--- src/rtl/arm_pred_pkg.sv ---
// Shared types and helpers for the fetch-stage branch predictor.
// btb_entry_t describes the default 16-entry, 32-bit, 2-bit-counter configuration.
package arm_pred_pkg;

  localparam int ENTRIES_DEF = 16;
  localparam int ADDR_W_DEF  = 32;
  localparam int CTR_W_DEF   = 2;
  localparam int IDX_W_DEF   = $clog2(ENTRIES_DEF);
  localparam int TAG_W_DEF   = ADDR_W_DEF - IDX_W_DEF - 2;
  localparam int CTR_W_MAX   = 4;

  localparam int MODE_STATIC = 0;
  localparam int MODE_BTB    = 1;

  typedef struct packed {
    logic                  valid;
    logic [TAG_W_DEF-1:0]  tag;
    logic [ADDR_W_DEF-1:0] target;
    logic [CTR_W_DEF-1:0]  ctr;
  } btb_entry_t;

  // The counter is widened to CTR_W_MAX bits, so one function serves every counter width.
  function automatic logic [CTR_W_MAX-1:0] sat_update(input logic [CTR_W_MAX-1:0] ctr,
                                                      input logic taken,
                                                      input int width);
    logic [CTR_W_MAX-1:0] max_val;
    max_val = CTR_W_MAX'((1 << width) - 1);
    if (taken) begin
      return (ctr == max_val) ? ctr : ctr + 1'b1;
    end
    return (ctr == '0) ? ctr : ctr - 1'b1;
  endfunction

endpackage

--- src/rtl/btb_predictor_if.sv ---
// Fetch, resolve and perf signals exchanged between the core and the branch predictor.
interface btb_predictor_if #(
  parameter int ADDR_W = 32,
  parameter int PERF_W = 16
);
  logic [ADDR_W-1:0] PCF;
  logic              PredTakenF;
  logic [ADDR_W-1:0] PredTargetF;
  logic              StallD;
  logic              FlushD;
  logic              FlushE;
  logic              BranchE;
  logic              BranchTakenE_for_predictor;
  logic [ADDR_W-1:0] BranchTargetE;
  logic              Correct_addr_prediction;
  logic              RecoverE;
  logic [ADDR_W-1:0] RecoverPCE;
  logic [PERF_W-1:0] LookupsCnt;
  logic [PERF_W-1:0] MispredCnt;

  modport master (
    output PCF, StallD, FlushD, FlushE, BranchE, BranchTakenE_for_predictor, BranchTargetE,
    input  PredTakenF, PredTargetF, Correct_addr_prediction, RecoverE, RecoverPCE,
           LookupsCnt, MispredCnt
  );

  modport slave (
    input  PCF, StallD, FlushD, FlushE, BranchE, BranchTakenE_for_predictor, BranchTargetE,
    output PredTakenF, PredTargetF, Correct_addr_prediction, RecoverE, RecoverPCE,
           LookupsCnt, MispredCnt
  );
endinterface

--- src/rtl/sat_counter.sv ---
// Next-state logic for a CTR_W-bit saturating up/down direction counter.
module sat_counter
  import arm_pred_pkg::*;
#(
  parameter int CTR_W = 2
) (
  input  logic [CTR_W-1:0] ctr,
  input  logic             taken,
  output logic [CTR_W-1:0] ctr_next
);

  assign ctr_next = CTR_W'(sat_update(CTR_W_MAX'(ctr), taken, CTR_W));

endmodule

--- src/rtl/btb_predictor.sv ---
// Direct-mapped branch target buffer with saturating-counter direction prediction.
// Predictions travel with the instruction through D and E and are checked against the resolved branch in E.
module btb_predictor
  import arm_pred_pkg::*;
#(
  parameter int ENTRIES = 16,
  parameter int ADDR_W  = 32,
  parameter int CTR_W   = 2,
  parameter int MODE    = MODE_BTB,
  parameter int PERF_W  = 16
) (
  input  logic      clk,
  input  logic      reset,
  btb_predictor_if.slave bus
);

  localparam int IDX_W = $clog2(ENTRIES);
  localparam int TAG_W = ADDR_W - IDX_W - 2;
  localparam logic [CTR_W-1:0] CTR_WEAK = CTR_W'(1) << (CTR_W - 1);

  typedef struct packed {
    logic              valid;
    logic [TAG_W-1:0]  tag;
    logic [ADDR_W-1:0] target;
    logic [CTR_W-1:0]  ctr;
  } entry_t;

  entry_t tbl [ENTRIES];

  logic [IDX_W-1:0]  idx_f;
  logic [IDX_W-1:0]  idx_e;
  logic [TAG_W-1:0]  tag_f;
  logic [TAG_W-1:0]  tag_e;
  entry_t            ent_f;
  entry_t            ent_e;
  logic              hit_f;
  logic              hit_e;
  logic              pred_f;
  logic [ADDR_W-1:0] pred_target_f;

  logic              pred_d;
  logic [ADDR_W-1:0] target_d;
  logic [ADDR_W-1:0] pc_d;
  logic              pred_e;
  logic [ADDR_W-1:0] target_e;
  logic [ADDR_W-1:0] pc_e;

  logic              taken_e;
  logic              target_ok_e;
  logic              mispred_e;
  logic              update_en;
  logic [CTR_W-1:0]  ctr_next;
  logic [PERF_W-1:0] lookups;
  logic [PERF_W-1:0] mispreds;
  logic              unused_pc_bits;

  assign idx_f          = bus.PCF[IDX_W+1:2];
  assign tag_f          = bus.PCF[ADDR_W-1:IDX_W+2];
  assign idx_e          = pc_e[IDX_W+1:2];
  assign tag_e          = pc_e[ADDR_W-1:IDX_W+2];
  assign unused_pc_bits = ^bus.PCF[1:0];

  // Fetch lookup reads the table as it stands this cycle; a same-cycle update is not forwarded.
  always_comb begin
    ent_f         = tbl[idx_f];
    hit_f         = ent_f.valid && (ent_f.tag == tag_f);
    pred_f        = (MODE == MODE_BTB) && hit_f && ent_f.ctr[CTR_W-1];
    pred_target_f = pred_f ? ent_f.target : '0;
  end

  assign bus.PredTakenF  = pred_f;
  assign bus.PredTargetF = pred_target_f;

  always_ff @(posedge clk) begin
    if (!reset || bus.FlushD) begin
      pred_d   <= 1'b0;
      target_d <= '0;
      pc_d     <= '0;
    end else if (!bus.StallD) begin
      pred_d   <= pred_f;
      target_d <= pred_target_f;
      pc_d     <= bus.PCF;
    end
  end

  always_ff @(posedge clk) begin
    if (!reset || bus.FlushE) begin
      pred_e   <= 1'b0;
      target_e <= '0;
      pc_e     <= '0;
    end else begin
      pred_e   <= pred_d;
      target_e <= target_d;
      pc_e     <= pc_d;
    end
  end

  always_comb begin
    ent_e       = tbl[idx_e];
    hit_e       = ent_e.valid && (ent_e.tag == tag_e);
    taken_e     = bus.BranchE && bus.BranchTakenE_for_predictor;
    target_ok_e = (target_e == bus.BranchTargetE);
    mispred_e   = (pred_e ^ bus.BranchTakenE_for_predictor) ||
                  (pred_e && bus.BranchTakenE_for_predictor && !target_ok_e);
    update_en   = bus.BranchE && (MODE == MODE_BTB);
  end

  // A wrong-target taken prediction raises neither flag; the controller's BranchTakenE redirect covers it.
  assign bus.Correct_addr_prediction = pred_e && taken_e && target_ok_e;
  assign bus.RecoverE                = pred_e && !taken_e;
  assign bus.RecoverPCE              = pc_e + ADDR_W'(4);

  sat_counter #(.CTR_W(CTR_W)) u_sat_counter (
    .ctr      (ent_e.ctr),
    .taken    (bus.BranchTakenE_for_predictor),
    .ctr_next (ctr_next)
  );

  always_ff @(posedge clk) begin
    if (!reset) begin
      for (int i = 0; i < ENTRIES; i++) begin
        tbl[i] <= '0;
      end
    end else if (update_en) begin
      if (hit_e) begin
        tbl[idx_e].ctr <= ctr_next;
        if (bus.BranchTakenE_for_predictor) begin
          tbl[idx_e].target <= bus.BranchTargetE;
        end
      end else if (bus.BranchTakenE_for_predictor) begin
        tbl[idx_e] <= '{valid: 1'b1, tag: tag_e, target: bus.BranchTargetE, ctr: CTR_WEAK};
      end
    end
  end

  // Perf counters run in every mode and wrap naturally.
  always_ff @(posedge clk) begin
    if (!reset) begin
      lookups  <= '0;
      mispreds <= '0;
    end else if (bus.BranchE) begin
      lookups <= lookups + PERF_W'(1);
      if (mispred_e) begin
        mispreds <= mispreds + PERF_W'(1);
      end
    end
  end

  assign bus.LookupsCnt = lookups;
  assign bus.MispredCnt = mispreds;

endmodule

--- src/flat_wrapper.sv ---
// flat-port wrapper written by rule: the top's interface ports become plain ports
module btb_predictor_flat import arm_pred_pkg::*;
#(
  parameter int ENTRIES = 16,
  parameter int ADDR_W  = 32,
  parameter int CTR_W   = 2,
  parameter int MODE    = MODE_BTB,
  parameter int PERF_W  = 16
)
  (clk, reset, bus_PCF, bus_StallD, bus_FlushD, bus_FlushE, bus_BranchE, bus_BranchTakenE_for_predictor, bus_BranchTargetE, bus_PredTakenF, bus_PredTargetF, bus_Correct_addr_prediction, bus_RecoverE, bus_RecoverPCE, bus_LookupsCnt, bus_MispredCnt);
  btb_predictor_if #(.ADDR_W(ADDR_W), .PERF_W(PERF_W)) bus_i ();
  input  logic clk;
  input  logic reset;
  input wire logic [$bits(bus_i.PCF)-1:0] bus_PCF;
  input wire logic [$bits(bus_i.StallD)-1:0] bus_StallD;
  input wire logic [$bits(bus_i.FlushD)-1:0] bus_FlushD;
  input wire logic [$bits(bus_i.FlushE)-1:0] bus_FlushE;
  input wire logic [$bits(bus_i.BranchE)-1:0] bus_BranchE;
  input wire logic [$bits(bus_i.BranchTakenE_for_predictor)-1:0] bus_BranchTakenE_for_predictor;
  input wire logic [$bits(bus_i.BranchTargetE)-1:0] bus_BranchTargetE;
  output wire logic [$bits(bus_i.PredTakenF)-1:0] bus_PredTakenF;
  output wire logic [$bits(bus_i.PredTargetF)-1:0] bus_PredTargetF;
  output wire logic [$bits(bus_i.Correct_addr_prediction)-1:0] bus_Correct_addr_prediction;
  output wire logic [$bits(bus_i.RecoverE)-1:0] bus_RecoverE;
  output wire logic [$bits(bus_i.RecoverPCE)-1:0] bus_RecoverPCE;
  output wire logic [$bits(bus_i.LookupsCnt)-1:0] bus_LookupsCnt;
  output wire logic [$bits(bus_i.MispredCnt)-1:0] bus_MispredCnt;
  assign bus_i.PCF = bus_PCF;
  assign bus_i.StallD = bus_StallD;
  assign bus_i.FlushD = bus_FlushD;
  assign bus_i.FlushE = bus_FlushE;
  assign bus_i.BranchE = bus_BranchE;
  assign bus_i.BranchTakenE_for_predictor = bus_BranchTakenE_for_predictor;
  assign bus_i.BranchTargetE = bus_BranchTargetE;
  assign bus_PredTakenF = bus_i.PredTakenF;
  assign bus_PredTargetF = bus_i.PredTargetF;
  assign bus_Correct_addr_prediction = bus_i.Correct_addr_prediction;
  assign bus_RecoverE = bus_i.RecoverE;
  assign bus_RecoverPCE = bus_i.RecoverPCE;
  assign bus_LookupsCnt = bus_i.LookupsCnt;
  assign bus_MispredCnt = bus_i.MispredCnt;
  btb_predictor #(.ENTRIES(ENTRIES), .ADDR_W(ADDR_W), .CTR_W(CTR_W), .MODE(MODE), .PERF_W(PERF_W)) u_core (.clk(clk), .reset(reset), .bus(bus_i));
endmodule
--- config.mk ---
export PLATFORM = sky130hd
export DESIGN_NAME = btb_predictor_flat
export DESIGN_NICKNAME = d
export VERILOG_FILES = /design/src/rtl/arm_pred_pkg.sv /design/src/rtl/btb_predictor_if.sv /design/src/rtl/sat_counter.sv /design/src/rtl/btb_predictor.sv /design/src/flat_wrapper.sv
export SDC_FILE = /design/constraint.sdc
export NUM_CORES = 2
export LEC_CHECK = 0
export BUFFER_PORTS_ARGS = -buffer_cell sky130_fd_sc_hd__buf_2
export CELL_PAD_IN_SITES_DETAIL_PLACEMENT = 2
export CELL_PAD_IN_SITES_GLOBAL_PLACEMENT = 2
export CORE_MARGIN = 8
export CORE_UTILIZATION = 51
export CTS_BUF_LIST = sky130_fd_sc_hd__clkbuf_4
export CTS_CLUSTER_SIZE = 12
export DETAILED_ROUTE_END_ITERATION = 8
export PLACE_DENSITY_LB_ADDON = 0.1
export REMOVE_ABC_BUFFERS = 1
export SYNTH_ARGS = -nofsm -noshare
export SYNTH_HDL_FRONTEND = slang
export SYNTH_HIERARCHICAL = 1
export SYNTH_SLANG_ARGS = --single-unit
--- constraint.sdc ---
create_clock -name clk -period 15 [get_ports clk]
set_input_delay 2.25 -clock clk [delete_from_list [all_inputs] [get_ports clk]]
set_output_delay 2.25 -clock clk [all_outputs]
set_load 0.02 [all_outputs]
==> impl_metrics.toml <==
[power]
power_density_nw_per_um2 = 115.2
leakagePower_nw = 22.12
vdd_ir_drop_max_uv = 73.14

[clock_network]
numClockSinks = 1138
hold_buffers = 0
cts_repair_resize_count = 0
clock_latency_ns = 1.28
ctsRootBufferMaster = "clkbuf_4"
clock_path_buffers = 4
h-tree-depth = 5
postCtsSetupBuffers = 0
cts_tree = "yes"
clk_pin_slew_ns = 0.06
numCtsBuffers = 327

[critical_path]
path_cells = "buf_8 > buf_4 > mux4_2 > mux4_2 > xnor2_1 > nand2_1 > or4_1 > nor4_4 > buf_4 > and2_1 > buf_2"
critPathCaptureType = "output pin"
cp.arrival_ns = 7.42
r2r_slack_ns = 7.79
crit_path_top_delay_cell = "buf_4"
worst_path_largest_cell_delay_ns = 0.87
crit_fanout = 67
crit_required_ns = 12.75
crit_type = "in2out"
cp-start-kind = "input port"

[synth]
synth.ff_latch_count = 1138
syn_avg_cell_area_um2 = 14.43
synth.top_cell.area_share_pct = 51.51
async_reset_ff_share_pct = 0
ys.flop_type = "edfxtp_1"
synthesis.area_um2 = 55970
yosysTopAreaCell = "edfxtp_1"
synth.area.top_cells = "edfxtp_1 52%, mux4_2 15%, and2_1 6.9%"
syn_inst = 3879
synth_cell_types = 64
synth-edff-count = 960
yosysSeqAreaShare_pct = 57.88
yosysWarnings = 6

[finish]
fill_cells = 9651
nNetsFinal = 4155
utilization_pct = 57.11
multiInputGateArea_um2 = 22100
seq_area_um2 = 32400
area_delta_synth_final_pct = 11.08
drive_gt1_share_pct = 30.35

[sta]
max_freq_ghz = 0.1034
maxSlewHeadroom_pct = 15.10
drv_slew = 0
worst_slew_pin_slew_ns = 1.274
fin_crit_sh_pct = 64.45
hold_viol = 0
rsz0062_at_grt = "no"
clock_skew_ns = 0.1083
period_minus_slack_ns = 9.668
finalSetupViolations = 0
hold_slack_ns = 0.4580

[grt]
grt_use_total_pct = 37.25
grt_pass1_wl_mm = 325.6
antenna_found_initial = 11
overflow = 0
grt_start_max_net_pins = 244
grt_pass1_vias = 43910

[routing]
vias = 39840
via_per_inst = 6.931
routed_wl_mm = 230.4
drt_pass1_iterations = 6
drtAntennaViolNets = 0
wire_per_inst_um = 40.08
drc = 0
drt_iter0_markers = 4706

[placement]
hpwl_mm = 117.9
gp_congestion = 0.8595
io_buffers = 169

[floorplanning]
die_y_um = 347.3
die_w_um = 347.3
die-area_um2 = 120600
ios = 170
rows = 121
core_um2 = 108900
start_util_pct = 51.41

[run]
cap_violations = 0

[status]
status = "finished, final reports clean"

[worst_hold_path]
min_path_type = "reg2reg"
==> Yosys cell counts, drive strengths merged, types with 7 or more instances <==
library cell  instances
xnor2                87
and2                617
nand4                27
nor2b                 9
buf                 143
nor3                 45
nor2                116
a31o                 32
xor2                 54
nand3                45
o21a                 14
mux2i               148
nor4                 27
clkbuf              260
nand2               114
inv                   8
dfxtp               178
a21oi                10
edfxtp              960
a22o                  8
mux4                377
a221oi                7
o21ai                69
ha                    7
and3                 60
a22oi                 8
nor3b               383
==> final timing paths <==
check | start | to | cells past startpoint
max | bus_PCF[2] | bus_PredTargetF[18] | 11
min | u_core/pc_d[25]$_SDFFE_PP0N_ | u_core/pc_e[25]$_SDFF_PP0_ | 1
max reg2reg | u_core/pc_e[2]$_SDFF_PP0_ | u_core/tbl[5][52]$_DFFE_PP_ | 12
min reg2reg | u_core/pc_d[25]$_SDFFE_PP0N_ | u_core/pc_e[25]$_SDFF_PP0_ | 1
==> critical path, delay by kind of cell <==
family	cells	cell delay, ns
XOR/XNOR	1	0.55
buffers and inverters	4	2.17
AND/OR/NAND/NOR	4	1.08
multiplexers	2	1.10
==> per-stage QoR <==
| stage | instance area [µm²] | std cells | power [mW] | TNS [ns] | worst slack (ns) |
|---|---|---|---|---|---|
| floorplan | 54130 | 3476 | 3.861 | -3131.52 | -6.299 |
| global placement | 58010 | 5162 | 4.097 | 0 | 5.567 |
| detailed placement | 58010 | 5162 | 4.132 | 0 | 5.381 |
| CTS | 62130 | 5733 | 7.187 | 0 | 5.356 |
| global route | 62150 | 5742 | 7.346 | 0 | 5.085 |
| finish | 62160 | 5747 | 7.160 | 0 | 5.332 |
==> final cells by class <==
type	count	share of cell area (%)
sequential	1138	52.13
timing repair buffer	272	2.721
antenna	14	0.05636
clock inverter	47	0.3059
multi-input combinational	2327	35.55
clock buffer	524	6.328
tap	1414	2.846
inverter	11	0.06642
==> cells by family after synthesis <==
family	share of synthesized area [%]
compound gates	2.184
xor+xnor	2.207
flops	57.88
simple gates	16.35
buf+inv	3.356
fa+ha+maj	0.1967
mux	17.83
==> report_power, final <==
group	internal, mW	switching [mW]	total (mW)
Clock	1.57	1.49	3.07
Combinational	0.187	0.336	0.523
Sequential	3.51	0.0602	3.57
Total	5.27	1.89	7.16
==> sequential cells by signal (all words and copies together) (netlist names) <==
name,flops
u_core/bus.LookupsCnt,16
u_core/target_e,32
u_core/tbl,976
u_core/pc_e,32
u_core/target_d,32
u_core/pred_d,1
u_core/bus.MispredCnt,16
u_core/pc_d,32
u_core/pred_e,1
==> cells in the final DEF, fill, tap and decap left out, drive strengths merged, types with 45 or more instances in the layout <==
cell type / instances
and2: 617
and3: 60
buf: 270
clkbuf: 526
dfxtp: 178
edfxtp: 960
mux2i: 148
mux4: 377
nand2: 114
nand3: 45
nor2: 116
nor3: 45
nor3b: 383
o21ai: 69
xnor2: 87
xor2: 54
==> routing by layer <==
metal	track usage, %	vias up	routed length [µm]	part of all wire [%]
li1	-	15220	-	-
met1	43.73	20930	81510	35
met2	63.63	2851	114700	50
met3	7.791	831	20500	8.9
met4	21.23	4	13600	5.9
met5	0	-	30	0.013
Power figures use the tool's default switching activity.
